==> src/rtl/i2s_tdm_rx_if.sv <==
// Sample-side bus of the serial audio receiver: one-cycle strobes plus lock status.
// master = receiver driving samples, slave = DSP consumer.
interface i2s_tdm_rx_if #(
  parameter int SAMPLE_W = 24,
  parameter int CHAN_W   = 1
);
  logic [SAMPLE_W-1:0] sample_data;
  logic [CHAN_W-1:0]   sample_chan;
  logic                sample_valid;
  logic                frame_err;
  logic                locked;

  modport master (output sample_data, sample_chan, sample_valid, frame_err, locked);
  modport slave  (input  sample_data, sample_chan, sample_valid, frame_err, locked);
endinterface

==> src/rtl/i2s_tdm_rx.sv <==
// I2S / left-justified / TDM receiver. bck, lrck and din are oversampled in the
// clk domain; every detected bck rise is one bit position inside a slot/frame.
module i2s_tdm_rx #(
  parameter int SAMPLE_W = 24,
  parameter int SLOT_W   = 32,
  parameter int CHANNELS = 2,
  parameter int MODE_I2S = 1
) (
  input  logic         clk,
  input  logic         rst,
  input  logic         bck_i,
  input  logic         lrck_i,
  input  logic         din_i,
  i2s_tdm_rx_if.master smp
);
  localparam int CHAN_W = (CHANNELS > 1) ? $clog2(CHANNELS) : 1;
  // One spare bit so the window test below can use wrap-around subtraction.
  localparam int CNT_W  = $clog2(SLOT_W) + 1;

  localparam logic [CNT_W-1:0]  LAST_BIT  = CNT_W'(SLOT_W - 1);
  localparam logic [CNT_W-1:0]  CAP_FIRST = CNT_W'(MODE_I2S);
  localparam logic [CNT_W-1:0]  CAP_LAST  = CNT_W'(MODE_I2S + SAMPLE_W - 1);
  localparam logic [CNT_W-1:0]  CAP_LEN   = CNT_W'(SAMPLE_W);
  localparam logic [CHAN_W-1:0] LAST_SLOT = CHAN_W'(CHANNELS - 1);

  typedef enum logic {WAIT_SYNC = 1'b0, RUN = 1'b1} state_t;
  state_t state_q, state_d;

  logic bck_s1_q, bck_s2_q, bck_s3_q;
  logic lrck_s1_q, lrck_s2_q, lrck_q, lrck_prev_q;
  logic din_s1_q, din_s2_q, din_q;
  logic rise_q;

  logic [CNT_W-1:0]    bit_q, bit_d, bit_inc;
  logic [CHAN_W-1:0]   slot_q, slot_d, slot_inc;
  logic [SAMPLE_W-2:0] sh_q;
  logic [SAMPLE_W-1:0] sh_d, data_q;
  logic [CHAN_W-1:0]   chan_q;
  logic                valid_q, valid_d, err_q, err_d;
  logic                fall, active, cap, last_bit, at_start;

  // Two-flop synchronisers plus one more stage; rise_q, lrck_q and din_q all
  // leave the same stage, so data and frame clock are read with the bck edge.
  always_ff @(posedge clk) begin
    if (rst) begin
      bck_s1_q  <= 1'b0; bck_s2_q  <= 1'b0; bck_s3_q <= 1'b0;
      lrck_s1_q <= 1'b0; lrck_s2_q <= 1'b0; lrck_q   <= 1'b0;
      din_s1_q  <= 1'b0; din_s2_q  <= 1'b0; din_q    <= 1'b0;
      rise_q    <= 1'b0;
    end else begin
      bck_s1_q  <= bck_i;    bck_s2_q  <= bck_s1_q;  bck_s3_q <= bck_s2_q;
      lrck_s1_q <= lrck_i;   lrck_s2_q <= lrck_s1_q; lrck_q   <= lrck_s2_q;
      din_s1_q  <= din_i;    din_s2_q  <= din_s1_q;  din_q    <= din_s2_q;
      rise_q    <= bck_s2_q & ~bck_s3_q;
    end
  end

  // Position of the current bck rise: natural increment, or frame start on an lrck fall.
  always_comb begin
    fall     = rise_q & lrck_prev_q & ~lrck_q;
    bit_inc  = (bit_q == LAST_BIT) ? '0 : bit_q + 1'b1;
    slot_inc = slot_q;
    if (bit_q == LAST_BIT) slot_inc = (slot_q == LAST_SLOT) ? '0 : slot_q + 1'b1;
    at_start = (bit_inc == '0) && (slot_inc == '0);
    bit_d    = fall ? '0 : bit_inc;
    slot_d   = fall ? '0 : slot_inc;
    active   = rise_q & ((state_q == RUN) | fall);
    cap      = active & ((bit_d - CAP_FIRST) < CAP_LEN);
    last_bit = cap & (bit_d == CAP_LAST);
    sh_d     = {sh_q, din_q};
  end

  // FSM state register.
  always_ff @(posedge clk) begin
    if (rst) state_q <= WAIT_SYNC;
    else     state_q <= state_d;
  end

  // FSM next state: the first lrck fall locks; only reset returns to WAIT_SYNC.
  always_comb begin
    state_d = state_q;
    if ((state_q == WAIT_SYNC) && fall) state_d = RUN;
  end

  // FSM outputs: a fall off the expected frame start is an error and kills any
  // sample completing on the same edge.
  always_comb begin
    err_d      = (state_q == RUN) & fall & ~at_start;
    valid_d    = last_bit & ~err_d;
    smp.locked = (state_q == RUN);
  end

  // Counters, shift register and output sample registers.
  always_ff @(posedge clk) begin
    if (rst) begin
      bit_q       <= '0;
      slot_q      <= '0;
      lrck_prev_q <= 1'b0;
      sh_q        <= '0;
      data_q      <= '0;
      chan_q      <= '0;
      valid_q     <= 1'b0;
      err_q       <= 1'b0;
    end else begin
      if (active) begin
        bit_q  <= bit_d;
        slot_q <= slot_d;
      end
      if (rise_q)  lrck_prev_q <= lrck_q;
      if (cap)     sh_q        <= sh_d[SAMPLE_W-2:0];
      if (valid_d) begin
        data_q <= sh_d;
        chan_q <= slot_d;
      end
      valid_q <= valid_d;
      err_q   <= err_d;
    end
  end

  assign smp.sample_data  = data_q;
  assign smp.sample_chan  = chan_q;
  assign smp.sample_valid = valid_q;
  assign smp.frame_err    = err_q;
endmodule

==> src/flat_wrapper.sv <==
// flat-port wrapper written by rule: the top's interface ports become plain ports
module i2s_tdm_rx_flat 
#(
  parameter int SAMPLE_W = 24,
  parameter int SLOT_W   = 32,
  parameter int CHANNELS = 2,
  parameter int MODE_I2S = 1
)
  (clk, rst, bck_i, lrck_i, din_i, smp_sample_data, smp_sample_chan, smp_sample_valid, smp_frame_err, smp_locked);
  i2s_tdm_rx_if #(.SAMPLE_W(SAMPLE_W), .CHAN_W(1)) smp_i ();
  input  logic clk;
  input  logic rst;
  input  logic bck_i;
  input  logic lrck_i;
  input  logic din_i;
  output wire logic [$bits(smp_i.sample_data)-1:0] smp_sample_data;
  output wire logic [$bits(smp_i.sample_chan)-1:0] smp_sample_chan;
  output wire logic [$bits(smp_i.sample_valid)-1:0] smp_sample_valid;
  output wire logic [$bits(smp_i.frame_err)-1:0] smp_frame_err;
  output wire logic [$bits(smp_i.locked)-1:0] smp_locked;
  assign smp_sample_data = smp_i.sample_data;
  assign smp_sample_chan = smp_i.sample_chan;
  assign smp_sample_valid = smp_i.sample_valid;
  assign smp_frame_err = smp_i.frame_err;
  assign smp_locked = smp_i.locked;
  i2s_tdm_rx #(.SAMPLE_W(SAMPLE_W), .SLOT_W(SLOT_W), .CHANNELS(CHANNELS), .MODE_I2S(MODE_I2S)) u_core (.clk(clk), .rst(rst), .bck_i(bck_i), .lrck_i(lrck_i), .din_i(din_i), .smp(smp_i));
endmodule
==> config.mk <==
export PLATFORM = sky130hd
export DESIGN_NAME = i2s_tdm_rx_flat
export DESIGN_NICKNAME = d
export VERILOG_FILES = /design/src/rtl/i2s_tdm_rx_if.sv /design/src/rtl/i2s_tdm_rx.sv /design/src/flat_wrapper.sv
export SDC_FILE = /design/constraint.sdc
export NUM_CORES = 1
export LEC_CHECK = 0
export ABC_AREA = 1
export BUFFER_PORTS_ARGS = -buffer_cell sky130_fd_sc_hd__buf_4
export CORE_MARGIN = 1
export CORE_UTILIZATION = 30
export CTS_CLUSTER_DIAMETER = 50
export DETAILED_ROUTE_END_ITERATION = 16
export HOLD_SLACK_MARGIN = 0.12
export PLACE_DENSITY = 0.52
export SLEW_MARGIN = 25
export SYNTH_ARGS = -nofsm -noshare
export SYNTH_HDL_FRONTEND = slang
export SYNTH_SLANG_ARGS = --single-unit
==> constraint.sdc <==
create_clock -name clk -period 3.61 [get_ports clk]
set_clock_uncertainty 0.05 [all_clocks]
set_input_delay 0.722 -clock clk [delete_from_list [all_inputs] [get_ports clk]]
set_output_delay 0.722 -clock clk [all_outputs]
set_load 0.01 [all_outputs]
==> out/results.tsv <==
metric	value	unit
Initial Util	0.313	
vias	2287	
crit path max fanout	30	
Final Max Tran Viols	0	
CTS Buf Count	9	
Site Rows	34	
Tot GR Track Use	0.122	
register area share after synthesis	0.498	
vias in the first global route	1993	
grt total ovfl	0	
Layout area overhead	15.8	%
Synth cell types	26	
biggest area consumer among synthesized cells	dfxtp_1	
Final HPWL DP	3420	um
share of cells above drive strength 1	0.160	
cell area after synthesis	2770	sq um
design area	3210	sq um
root buffer cell	clkbuf_8	
PwrDens	414	nW/um^2
Final Critical Period	2.61	ns
Synth top area share	0.498	
Area after DPL	3040	sq um
ant diodes	0	
Layout Nets	383	
I/O pin count	33	
core area	8850	sq um
status	finished clean	
Clock Latency Late Sink	0.34	ns
final hold vios	0	
Max Cap Violations	0	
pre-CTS WS	1.03	ns
Worst VDD drop	0.000141	V
min-delay worst type	flop to flop	
Hold Slack	0.347	ns
initial drt markers	174	
Slew @ Worst Pin	0.881	ns
multi-input gate area in the final layout	1140	sq um
Mapped Cells	354	
post-CTS setup buffers	0	
R2R setup slack	1.0	ns
Relative slew margins	0.413	
Syn Nets	361	
LEAKAGE	0.00139	uW
Final WS setup	0.995	ns
Filler cells	959	
WL final	5580	um
CP endpoint kind	flop	
Reg clk slew, reported paths	0.07	ns
Synth Register Bits	69	
Power, Total	1330	uW
Port Buffers	32	
mean post-synth cell area	7.84	sq um
first-pass GRT wire length	9520	um
Post-DRT Antenna Nets	0	
# hold bufs at CTS	0	
RSZ-0062 raised after global routing	false	
max reg flops	24	
final setup fails	0	
max frequency	382	MHz
# H-tree levels	3	
Max Buffers Root-to-Sink	2	
Final period util	0.724	
Remaining DRCs	0	
initial antenna violation count	0	
Die X	98.2	um
Pre-antenna DRT Iters	6	
crit path DAT	2.79	ns
worst setup path category	flop to flop	
gpl congestion	0.775	
Post-CTS Resized	0	
CP Launch Type	flop	
yosys warns	0	
Critical Path RT	3.78	ns
CTS sink cnt	69	
WL/cell	11.4	um
die height	98.2	um
die area	9640	sq um
FF/Latch Area	1380	sq um
Sum Neg Setup Slack	0	ns
Vias/cell	4.68	
CTS tree	done	
largest net degree at the start of global routing	74	
dominant cells by area after synthesis	dfxtp_1, nor2_1, nand2_1, nand3_1, nor3_1	
-- cell families after synthesis --
| logic type | count (synthesis) | synth area share |
|---|---|---|
| flops | 69 | 0.498 |
| simple gates | 180 | 0.309 |
| buf+inv | 54 | 0.0911 |
| fa+ha+maj | 2 | 0.00902 |
| compound gates | 48 | 0.0898 |
| xor+xnor | 1 | 0.00316 |
-- where the power goes --
part / internal (uW) / leakage (uW) / total [uW] / switching, uW
clock: 248 / 0.0000860 / 539 / 291
combinational: 7.25 / 0.000748 / 25.3 / 18.0
sequential: 766 / 0.000557 / 768 / 2.04
total: 1020 / 0.00139 / 1330 / 311
-- Yosys cell counts, drive strengths merged --
cell type	count
o21ai	31
nand2	50
a21oi	15
a21boi	1
inv	30
nor2	51
clkbuf	10
a211oi	1
nor3	24
ha	2
nand4	19
buf	14
nand3	36
dfxtp	69
xor2	1
-- critical path, stage by stage (launching register included) --
cell and delay, ns:
dfxtp_1 0.42, ha_1 0.23, nand3_2 0.11, inv_1 0.07, nand2_1 0.08, nand2_1 0.07
nand2_1 0.06, nand3_1 0.13, nand2_2 0.30, nor2_4 0.49, buf_12 0.24, nand3_1 0.09
nand2_1 0.10, nor2_1 0.06
-- stage by stage --
stage / util / cells
3_3_place_gp: 0.344 / 473
3_5_place_dp: 0.344 / 473
6_report: 0.363 / 489
2_1_floorplan: - / 354
4_1_cts: 0.363 / 489
5_1_grt: 0.363 / 489
-- placed cells by master (no fill, tap or decap) --
cell and n:
a211oi_1 1, a21boi_2 1, a21oi_1 15, buf_12 1, buf_4 34, clkbuf_1 1, clkbuf_8 9, clkinv_2 4
clkinv_4 2, clkinvlp_4 1, dfxtp_1 69, ha_1 2, inv_1 29, nand2_1 46, nand2_2 3, nand2_8 1
nand3_1 34, nand3_2 1, nand3_4 1, nand4_1 19, nor2_1 48, nor2_2 1, nor2_4 2, nor3_1 24
o21ai_0 15, o21ai_1 16, xor2_1 1
-- routing by layer --
metal,vias up,share of wire,GRT usage,wire [um]
met2,53,0.43,0.174,2410
met4,0,0.013,0.0677,74
met3,4,0.044,0.0336,248
met1,1008,0.51,0.166,2850
met5,-,0,0,0
li1,1222,-,-,-
-- final cells by class --
cell class,count,share of cell area
clock inverters,6,0.0125
flip-flops and latches,69,0.430
inverters,30,0.0354
well taps,108,0.0421
repair buffers,35,0.0857
multi-input cells,231,0.355
clock buffers,10,0.0397
-- final timing paths --
kind / start / endpoint / cells after the start
max reg2reg: u_core.bit_q[0] / u_core.smp.sample_data[21] / 13
min reg2reg: u_core.bck_s3_q / u_core.rise_q / 1
max: u_core.bit_q[0] / u_core.smp.sample_data[21] / 13
min: u_core.bck_s3_q / u_core.rise_q / 1
Note: power is estimated with default switching activity, not from simulation.
